===== config.mk =====
export PLATFORM = sky130hd
export DESIGN_NAME = bit_serial_adder
export DESIGN_NICKNAME = d
export VERILOG_FILES = /design/src/rtl/bit_serial_adder.sv
export SDC_FILE = /design/constraint.sdc
export NUM_CORES = 1
export LEC_CHECK = 0
export ABC_AREA = 0
export BUFFER_PORTS_ARGS = -buffer_cell sky130_fd_sc_hd__buf_2
export CAP_MARGIN = 20
export CORE_ASPECT_RATIO = 1.4
export CORE_MARGIN = 2
export CORE_UTILIZATION = 52
export DETAILED_ROUTE_END_ITERATION = 8
export PLACE_DENSITY = 0.87
export REMOVE_ABC_BUFFERS = 1
export SKIP_CTS_REPAIR_TIMING = 1
export SYNTH_ARGS = -nofsm -noshare
export SYNTH_HDL_FRONTEND = slang
export SYNTH_SLANG_ARGS = --single-unit

===== constraint.sdc =====
create_clock -name clk -period 1.55 [get_ports clk]
set_clock_uncertainty 0.2 [all_clocks]
set_input_delay 0.155 -clock clk [delete_from_list [all_inputs] [get_ports clk]]
set_output_delay 0.155 -clock clk [all_outputs]
set_load 0.01 [all_outputs]

===== src/rtl/bit_serial_adder.sv =====
// bit_serial_adder: bit-serial ripple adder using one full-adder cell and a
// carry flip-flop. Operands are captured on an accepted start, one bit is
// added per clock LSB-first, and done pulses for one cycle once sum/cout are
// final.
//
// Optional feature: define SERIAL_ADDER_OVF_EN to add the ovf output
// (two's-complement overflow of the WIDTH-bit signed add). Without the macro
// the port and its logic are absent.
module bit_serial_adder #(
  parameter int WIDTH = 8
) (
  input  logic             clk,
  input  logic             rst,
  input  logic             start,
  input  logic [WIDTH-1:0] a,
  input  logic [WIDTH-1:0] b,
  input  logic             cin,
  output logic             busy,
  output logic             done,
  output logic [WIDTH-1:0] sum,
  output logic             cout
`ifdef SERIAL_ADDER_OVF_EN
  ,
  output logic             ovf
`endif
);

  localparam int CW = $clog2(WIDTH + 1);

  typedef enum logic [1:0] {
    IDLE = 2'd0,
    ADD  = 2'd1,
    DONE = 2'd2
  } state_t;

  state_t state_reg, state_next;

  logic [WIDTH-1:0] sa_reg, sb_reg, sum_reg;
  logic             c_reg, cout_reg;
  logic [CW-1:0]    cnt_reg;

  logic             load;
  logic             last_bit;
  logic             s_bit;
  logic             c_next;

  // Full-adder cell on the current LSBs plus the stored carry.
  assign s_bit    = sa_reg[0] ^ sb_reg[0] ^ c_reg;
  assign c_next   = (sa_reg[0] & sb_reg[0]) | (sa_reg[0] & c_reg) | (sb_reg[0] & c_reg);
  assign load     = (state_reg == IDLE) && start;
  assign last_bit = (cnt_reg == CW'(WIDTH - 1));

  // State register.
  always_ff @(posedge clk or posedge rst) begin
    if (rst) begin
      state_reg <= IDLE;
    end else begin
      state_reg <= state_next;
    end
  end

  // Next-state logic: start only matters in IDLE; DONE lasts exactly one cycle.
  always_comb begin
    state_next = state_reg;
    case (state_reg)
      IDLE:    if (start)    state_next = ADD;
      ADD:     if (last_bit) state_next = DONE;
      DONE:                  state_next = IDLE;
      default:               state_next = IDLE;
    endcase
  end

  // Datapath: capture on accepted start, then shift one bit per clock in ADD.
  always_ff @(posedge clk or posedge rst) begin
    if (rst) begin
      sa_reg   <= '0;
      sb_reg   <= '0;
      sum_reg  <= '0;
      c_reg    <= 1'b0;
      cout_reg <= 1'b0;
      cnt_reg  <= '0;
    end else if (load) begin
      sa_reg   <= a;
      sb_reg   <= b;
      c_reg    <= cin;
      sum_reg  <= '0;
      cout_reg <= 1'b0;
      cnt_reg  <= '0;
    end else if (state_reg == ADD) begin
      sa_reg  <= sa_reg >> 1;
      sb_reg  <= sb_reg >> 1;
      sum_reg <= {s_bit, sum_reg[WIDTH-1:1]};
      c_reg   <= c_next;
      cnt_reg <= cnt_reg + CW'(1);
      if (last_bit) begin
        cout_reg <= c_next;
      end
    end
  end

`ifdef SERIAL_ADDER_OVF_EN
  logic ovf_reg;

  // Overflow: carry into the sign bit differs from carry out of it.
  always_ff @(posedge clk or posedge rst) begin
    if (rst) begin
      ovf_reg <= 1'b0;
    end else if (load) begin
      ovf_reg <= 1'b0;
    end else if (state_reg == ADD && last_bit) begin
      ovf_reg <= c_reg ^ c_next;
    end
  end

  assign ovf = ovf_reg;
`endif

  assign busy = (state_reg == ADD);
  assign done = (state_reg == DONE);
  assign sum  = sum_reg;
  assign cout = cout_reg;

endmodule


### Word level (Yosys, flattened, before mapping)

Index checks and enable logic that the tools add are counted.

* add/sub/neg operators: 1
* equality and inequality tests: 5
* mux-type cells: 16
* bitwise logic cells: 7
* reductions and logical operators: 6

Operators with widths (number)
* $mux 8: 6
* $mux 4: 2
* $mux 1: 5
* $add 4x1->4 const B: 1
* $eq 4x3->1 const B: 1
* $mux 2: 2
* $pmux 2 s2: 1
* $reduce_and 2->1: 2
* $reduce_bool 2->1: 2
* $and 1x1->1: 3
* $eq 2x1->1 const B: 1
* $eq 2x2->1 const B: 1
* $logic_not 2->1: 1
* $ne 2x1->1 const B: 1
* $ne 2x2->1 const B: 1
* $or 1x1->1: 2
* $xor 1x1->1: 2
* $logic_and 1x1->1: 1

* flip-flop bits (word level): 32
* word-level logic and storage cells: 42

### Depth between registers and ports, before layout

Gate-level depths: netlist of the first run.

* depth in word-level cells: 6
* mapped depth: 6
* gate-level depth less buffers: 4

### Worst setup path after synthesis of the first run

OpenSTA, ideal clock, no wires.

* kind: flip-flop to flip-flop
* start point: reg cnt_reg[0]
* end point: reg cout_reg, in the netlist cout
* library setup time: 0.087 ns
* arrival time: 1.126 ns
* data required time: 1.263 ns
* path slack: 0.137 ns
* stages on the path, launching flop included: 5
* cells stage by stage: dfrtp_1 -> ha_1 -> and3b_1 -> and2_1 -> a211oi_2

* word-level cells in the longest chain between the ends: 3

RTL lines
* start: declaration: RTL line 40 `logic [CW-1:0] cnt_reg;`
* start signal: assignment: RTL line 94 `cnt_reg <= cnt_reg + CW'(1);`
* $eq 4x3->1: RTL line 51 `assign last_bit = (cnt_reg == CW'(WIDTH - 1));`
* $reduce_bool 2->1 (no line)
* $reduce_and 2->1 (no line)
* end signal: assignment: RTL line 96 `cout_reg <= c_next;`
* end: declaration: RTL line 39 `logic c_reg, cout_reg;`

No other way between the ends.
A chain may end at the register's enable or synchronous reset.

### Worst setup path after layout of the first run

* start point: reg state_reg[1]
* end point: out done

* word-level cells in the longest chain between the ends: 1

RTL lines
* start: declaration: RTL line 36 `state_t state_reg, state_next;`
* start signal: assignment: RTL line 58 `state_reg <= state_next;`
* $eq 2x2->1: RTL line 119 `assign done = (state_reg == DONE);`
* end: declaration: RTL line 19 `output logic done,`

No other way between the ends.

==> metrics, run 1 <==
status completed; first-pass GRT wire length 4660 µm; CORE AREA 0.00259 mm²; RSZ-0062 raised after global routing true; DRC viols 0; post-synthesis cell count 140; Crit Path Max Fanout 3; vias post-DR 1,216; Tot GR Track Use 20.8%; GP Congestion 0.713; max frequency 669 MHz; DRT Pass-1 Iters 4; CTS Buffer Depth 2; GR peak layer met2; Ports 31; Distinct cells, synth 29; Starting Density 54.0%; proportion of layout cells with a drive suffix above 1 26.8%; vias in the first global route 1,145; worst hold-check path type in -> reg; Die H 65.3 µm; Clk pin slew, worst setup/hold paths 0.10 ns; worst IR drop on VDD 0.00106 V; fin crit period 1.49 ns; Yosys top cell by area dfrtp_1; Leak 0.953 nW; total wire length after detailed routing 3130 µm; dpl hpwl 1930 µm; initial DRC count 36; Via-to-Cell Ratio 5.20; Synth Register Bits 32; Arr. time, crit path 1.14 ns; H-tree level count 2; post-layout util 72.6%; Worst setup SP type flop; EDFF count, synth 0; Rows 22; Ys Warns 0; fin cells 234; syn_area_per_cell 9.98 µm²; Post-Syn Area 0.00140 mm²; worst slew pin tran 0.406 ns; Final Slew Violations 0; post-DR wirelength/cell 13.4 µm; Crit. End Element primary output; CTS tree done; endpoints failing setup 0; Die X 47.8 µm; n_diodes 0; initial antenna violation count 0; Cell Pwr Density 1690 mW/mm²; largest net degree at the start of global routing 33; most frequent cell after synthesis nand2_1; CTS Root Cell clkbuf_4; Post-DRT Antenna Nets 0; met2 usage 35.7%; Layout area overhead 34.4%; area taken by multi-input logic gates 532 µm²; Skew-Pair Late Insertion Delay 0.34 ns; register area share after synthesis 57.3%; Async S/R FF share, synth 100%; Synth area leaders dfrtp_1 (57%), nand2_1 (13%), a22oi_1 (7.5%), o21ai_0 (3.2%), buf_6 (1.6%); GR Layer Usage met1 23.5%; fillcell total 215; Seq. cell area 801 µm²; period utilization 96.4%; Commonest cells post-synth nand2_1 (49), dfrtp_1 (32), a22oi_1 (14), o21ai_0 (9); port bufs 30; Die ar. 0.00312 mm²; Req. time, crit path 1.19 ns; endpoints failing hold 0; Slew Limit Headroom 72.9%; Max Cap Viol 0; met3 Usage GRT 6.87%; crit path kind reg -> out; top-area cell type share of the netlist area 57.3%; fin nets 219; dpl cells 203; CTS buffer count 5; GRT Residual Overflow 0; Sink Count 32; Top FF cell, synth dfrtp_1
-- layer usage --
metal  wire [µm]  part of all wire [%]
met1        1240                    40
met5           0                     0
met4          39                   1.2
met2        1710                    54
met3         146                   4.7
-- layout make-up --
class | instances | area share (%)
sequential | 32 | 42.6
inverter | 5 | 1.27
timing repair buffer | 57 | 21.9
clock inverter | 2 | 0.533
multi-input combinational | 95 | 28.3
tap | 36 | 2.40
clock buffer | 6 | 2.73
timing repair inverter | 1 | 0.266
-- cell families after synthesis --
kind of cell,count (synthesis),share of synthesized area (%)
flip-flops,32,57.3
buffers and inverters,13,5.37
AND/OR/NAND/NOR,59,18.0
adder cells (fa/ha/maj),2,2.33
XOR/XNOR,1,0.627
multiplexers,1,0.716
AO/OA/AOI/OAI,32,15.7
-- report_power, final --
group / internal, mW / total [mW] / switching [mW]
Sequential: 1.17 / 1.39 / 0.224
Clock: 0.216 / 0.498 / 0.283
Combinational: 0.581 / 1.28 / 0.696
Total: 1.97 / 3.17 / 1.20
-- cell usage in the layout, fill, tap and decap left out --
master,netlist,layout
nand2_1,49,49
dfrtp_1,32,32
buf_2,4,30
dlygate4sd3_1,0,18
a22oi_1,14,14
o21ai_0,9,9
buf_4,1,8
clkbuf_4,0,5
inv_1,4,4
o21bai_1,3,3
clkinv_2,0,3
nor2_1,2,2
nor3b_2,1,1
nand2b_4,0,1
clkinv_4,0,1
nand2b_1,2,1
nand4_1,1,1
mux2i_1,1,1
and3b_1,1,1
and2_4,0,1
a21oi_1,1,1
a211oi_2,1,1
a221o_1,1,1
o22ai_1,1,1
o21ai_1,1,1
nor2b_1,1,1
xnor2_1,1,1
nor3b_1,1,1
a21o_1,1,1
fa_1,1,1
ha_1,1,1
clkbuf_8,0,1
buf_12,0,1
-- worst max-delay path: stages (launching register included) --
cell	delay, ns
dfrtp_1	0.39
buf_4	0.14
nor2b_1	0.13
buf_2	0.14
-- per-stage QoR --
stage          power, mW  hold slack [ns]  setup slack (ns)  area, µm²  setup TNS [ns]
3_3_place_gp        2.45           0.0413             0.126       1590               0
4_1_cts             3.05           -0.308            -0.210       1650          -0.210
2_1_floorplan       2.12           0.0712            -0.357       1340           -9.02
3_5_place_dp        2.55           0.0677            0.0461       1590               0
6_report            3.17            0.179            0.0551       1880               0
5_1_grt             3.42            0.189          -0.00406       1880        -0.00406
-- final timing paths --
path | cells after the start | slack (ns) | end | start
max | 3 | 0.06 | done | state_reg[1]$_DFFE_PP0P_
min | 5 | 0.18 | sa_reg[0]$_DFFE_PP0P_ | start
max reg2reg | 4 | 0.06 | cout$_DFFE_PP0P_ | cnt_reg[0]$_DFFE_PP0P_
min reg2reg | 1 | 0.28 | cnt_reg[3]$_DFFE_PP0P_ | cnt_reg[3]$_DFFE_PP0P_
max in group asynchronous | 4 | 0.58 | c_reg$_DFFE_PP0P_ | rst
min in group asynchronous | 4 | 0.26 | sb_reg[7]$_DFFE_PP0P_ | rst
No activity file was read; power rests on OpenSTA's default activity.
==> run 2: changes to the inputs <==
--- a/config.mk
+++ b/config.mk
@@ -12,8 +12,8 @@
 export CORE_MARGIN = 2
 export CORE_UTILIZATION = 52
 export DETAILED_ROUTE_END_ITERATION = 8
+export GPL_ROUTABILITY_DRIVEN = 0
 export PLACE_DENSITY = 0.87
-export REMOVE_ABC_BUFFERS = 1
 export SKIP_CTS_REPAIR_TIMING = 1
 export SYNTH_ARGS = -nofsm -noshare
 export SYNTH_HDL_FRONTEND = slang
==> run 2 against run 1 <==
Compared with the run above: setup slack got worse by 0.0065 ns; via count rose by 2.5%; combinational power rose by 5%.
==> metrics, run 2 (same netlist as run 1, synthesis figures left out) <==
Post-DRT Antenna Nets 0 (unchanged); endpoints failing hold 0 (unchanged); commonest non-fill, non-tap cells in the layout nand2_1 (49), dfrtp_1 (32), buf_2 (29); Seq. cell area 801 µm² (unchanged); Slew Limit Headroom 73.8% (+0.87 points); Starting Density 54.0% (unchanged); dpl hpwl 1930 µm (about the same); Die X 47.8 µm (unchanged); FF-to-FF Start state_reg[1]$_DFFE_PP0P_; crit path kind reg -> out; routed length on met2 1810 µm (+5.9%); R2R Path End c_reg$_DFFE_PP0P_; Req. time, crit path 1.19 ns (about the same); M1 WL 1250 µm (+0.65%); H-tree level count 2 (unchanged); Cell Pwr Density 1710 mW/mm² (+1.4%); CTS Root Cell clkbuf_4; dpl ws 0.0327 ns (-0.0134 ns); Fin Setup TNS 0 ns (unchanged); total wire length after detailed routing 3240 µm (+3.5%); CORE AREA 0.00259 mm² (unchanged); Switching Fraction 38.3% (+0.35 points); sw power 1.24 mW (+2.8%); Pwr Total 3.23 mW (+1.9%); fillcell total 192 (-11%); Hold WS 0.152 ns (-0.0271 ns); commonest non-fill, non-tap cell in the layout nand2_1; Crit Path Max Fanout 14 (+11); largest net degree at the start of global routing 33 (unchanged); fin crit period 1.50 ns (+0.00655 ns); Via-to-Cell Ratio 5.35 (+3.0%); initial antenna violation count 0 (unchanged); Skew-Pair Late Insertion Delay 0.33 ns (about the same); initial DRC count 40 (+11%); first-pass GRT wire length 4480 µm (-3.8%); reg2reg setup slack 0.06 ns (about the same); CTS buffer count 5 (unchanged); period utilization 96.9% (+0.42 points); CTS tree done; Reg power frac 43.2% (-0.8 points); GRT Residual Overflow 0 (unchanged); Max Cap Viol 0 (unchanged); Internal Pwr Total 1.99 mW (+1.3%); area taken by multi-input logic gates 532 µm² (unchanged); worst IR drop on VDD 0.00121 V (+14%); n_diodes 0 (unchanged); Die ar. 0.00312 mm² (unchanged); fin nets 218 (-0.46%); Gate power share 41.4% (+1.1 points); critical hold path startpoint start; post-DR wirelength/cell 13.9 µm (+4.0%); Clock power frac 15.4% (-0.3 points); Crit. End Element primary output; Rows 22 (unchanged); Layout area overhead 35.0%; Worst setup SP type flop; Hold Path Cell Cnt 5 (unchanged); Ports 31 (unchanged); status completed; DRC viols 0 (unchanged); max frequency 666 MHz (-0.44%); proportion of layout cells with a drive suffix above 1 25.9% (-0.88 points); CTS Buffer Depth 2 (unchanged); Sink Count 32 (unchanged); routed wl met3 112 µm (-23%); endpoints failing setup 0 (unchanged); synthesized net count 162; worst hold-check path type in -> reg; vias in the first global route 1,032 (-9.9%); Die H 65.3 µm (unchanged); Final Slew Violations 0 (unchanged); Tot GR Track Use 20.6% (-0.23 points); DRT Pass-1 Iters 4 (unchanged); Clk pin slew, worst setup/hold paths 0.10 ns (about the same); vias post-DR 1,247 (+2.5%); port bufs 30 (unchanged); Top Metal Used met4; Arr. time, crit path 1.15 ns (about the same); Hold Path Sink sb_reg[4]$_DFFE_PP0P_; Worst Reg2Reg Path Length in Cells 5 (+1); Leak 0.945 nW (-0.82%); worst slew pin tran 0.393 ns (-0.0130 ns); min setup slack post-route 0.0486 ns (-0.00655 ns)
-- run 2: layout make-up --
cell class / instances / area share, %
Clock buffer: 7 / 2.92
Clock inverter: 1 / 0.398
Inverter: 5 / 1.66
Multi-Input combinational cell: 95 / 28.2
Sequential cell: 32 / 42.4
Tap cell: 36 / 2.39
Timing Repair Buffer: 56 / 21.7
Timing Repair inverter: 1 / 0.332
-- run 2: worst max-delay path, cell delays in order, from the launching register on --
cell,delay (ns)
dfrtp_1,0.40
nand2b_4,0.19
clkinv_8,0.09
buf_6,0.13
-- run 2: per-layer routing --
layer  global-route usage, %  up-vias
met4                    10.1        0
met3                    4.95        8
met1                    24.8      618
li1                        -      585
met2                    33.0       36
met5                       0        -
-- run 2: worst max-delay path by stage --
stage,start,end,slack (ns),depth (start not counted)
final,state_reg[1]$_DFFE_PP0P_,busy,0.05,3
after global placement,cnt_reg[0]$_DFFE_PP0P_,cout$_DFFE_PP0P_,0.12,4
after global routing,state_reg[1]$_DFFE_PP0P_,cout$_DFFE_PP0P_,-0.007,5
after CTS,state_reg[1]$_DFFE_PP0P_,busy,-0.23,3
after detailed placement,cnt_reg[0]$_DFFE_PP0P_,cout$_DFFE_PP0P_,0.03,4
after floorplan,cnt_reg[0]$_DFFE_PP0P_,cout$_DFFE_PP0P_,0.14,4
-- run 2: power groups by stage --
stage | combinational (mW) | sequential, mW | clock, mW
final | 1.34 | 1.39 | 0.497
after global routing | 1.49 | 1.43 | 0.539
after CTS | 1.17 | 1.39 | 0.508
after detailed placement | 1.16 | 1.41 | 0
after global placement | 1.10 | 1.37 | 0
after floorplan | 0.829 | 1.39 | 0
-- run 2: stage by stage --
step                      utilization (%)  area (µm²)  instances
after floorplan                         -        1400        140
final                                72.9        1890        233
after detailed placement             61.7        1600        204
after CTS                            64.1        1660        212
after global placement               61.7        1600        204
after global routing                 72.9        1890        233
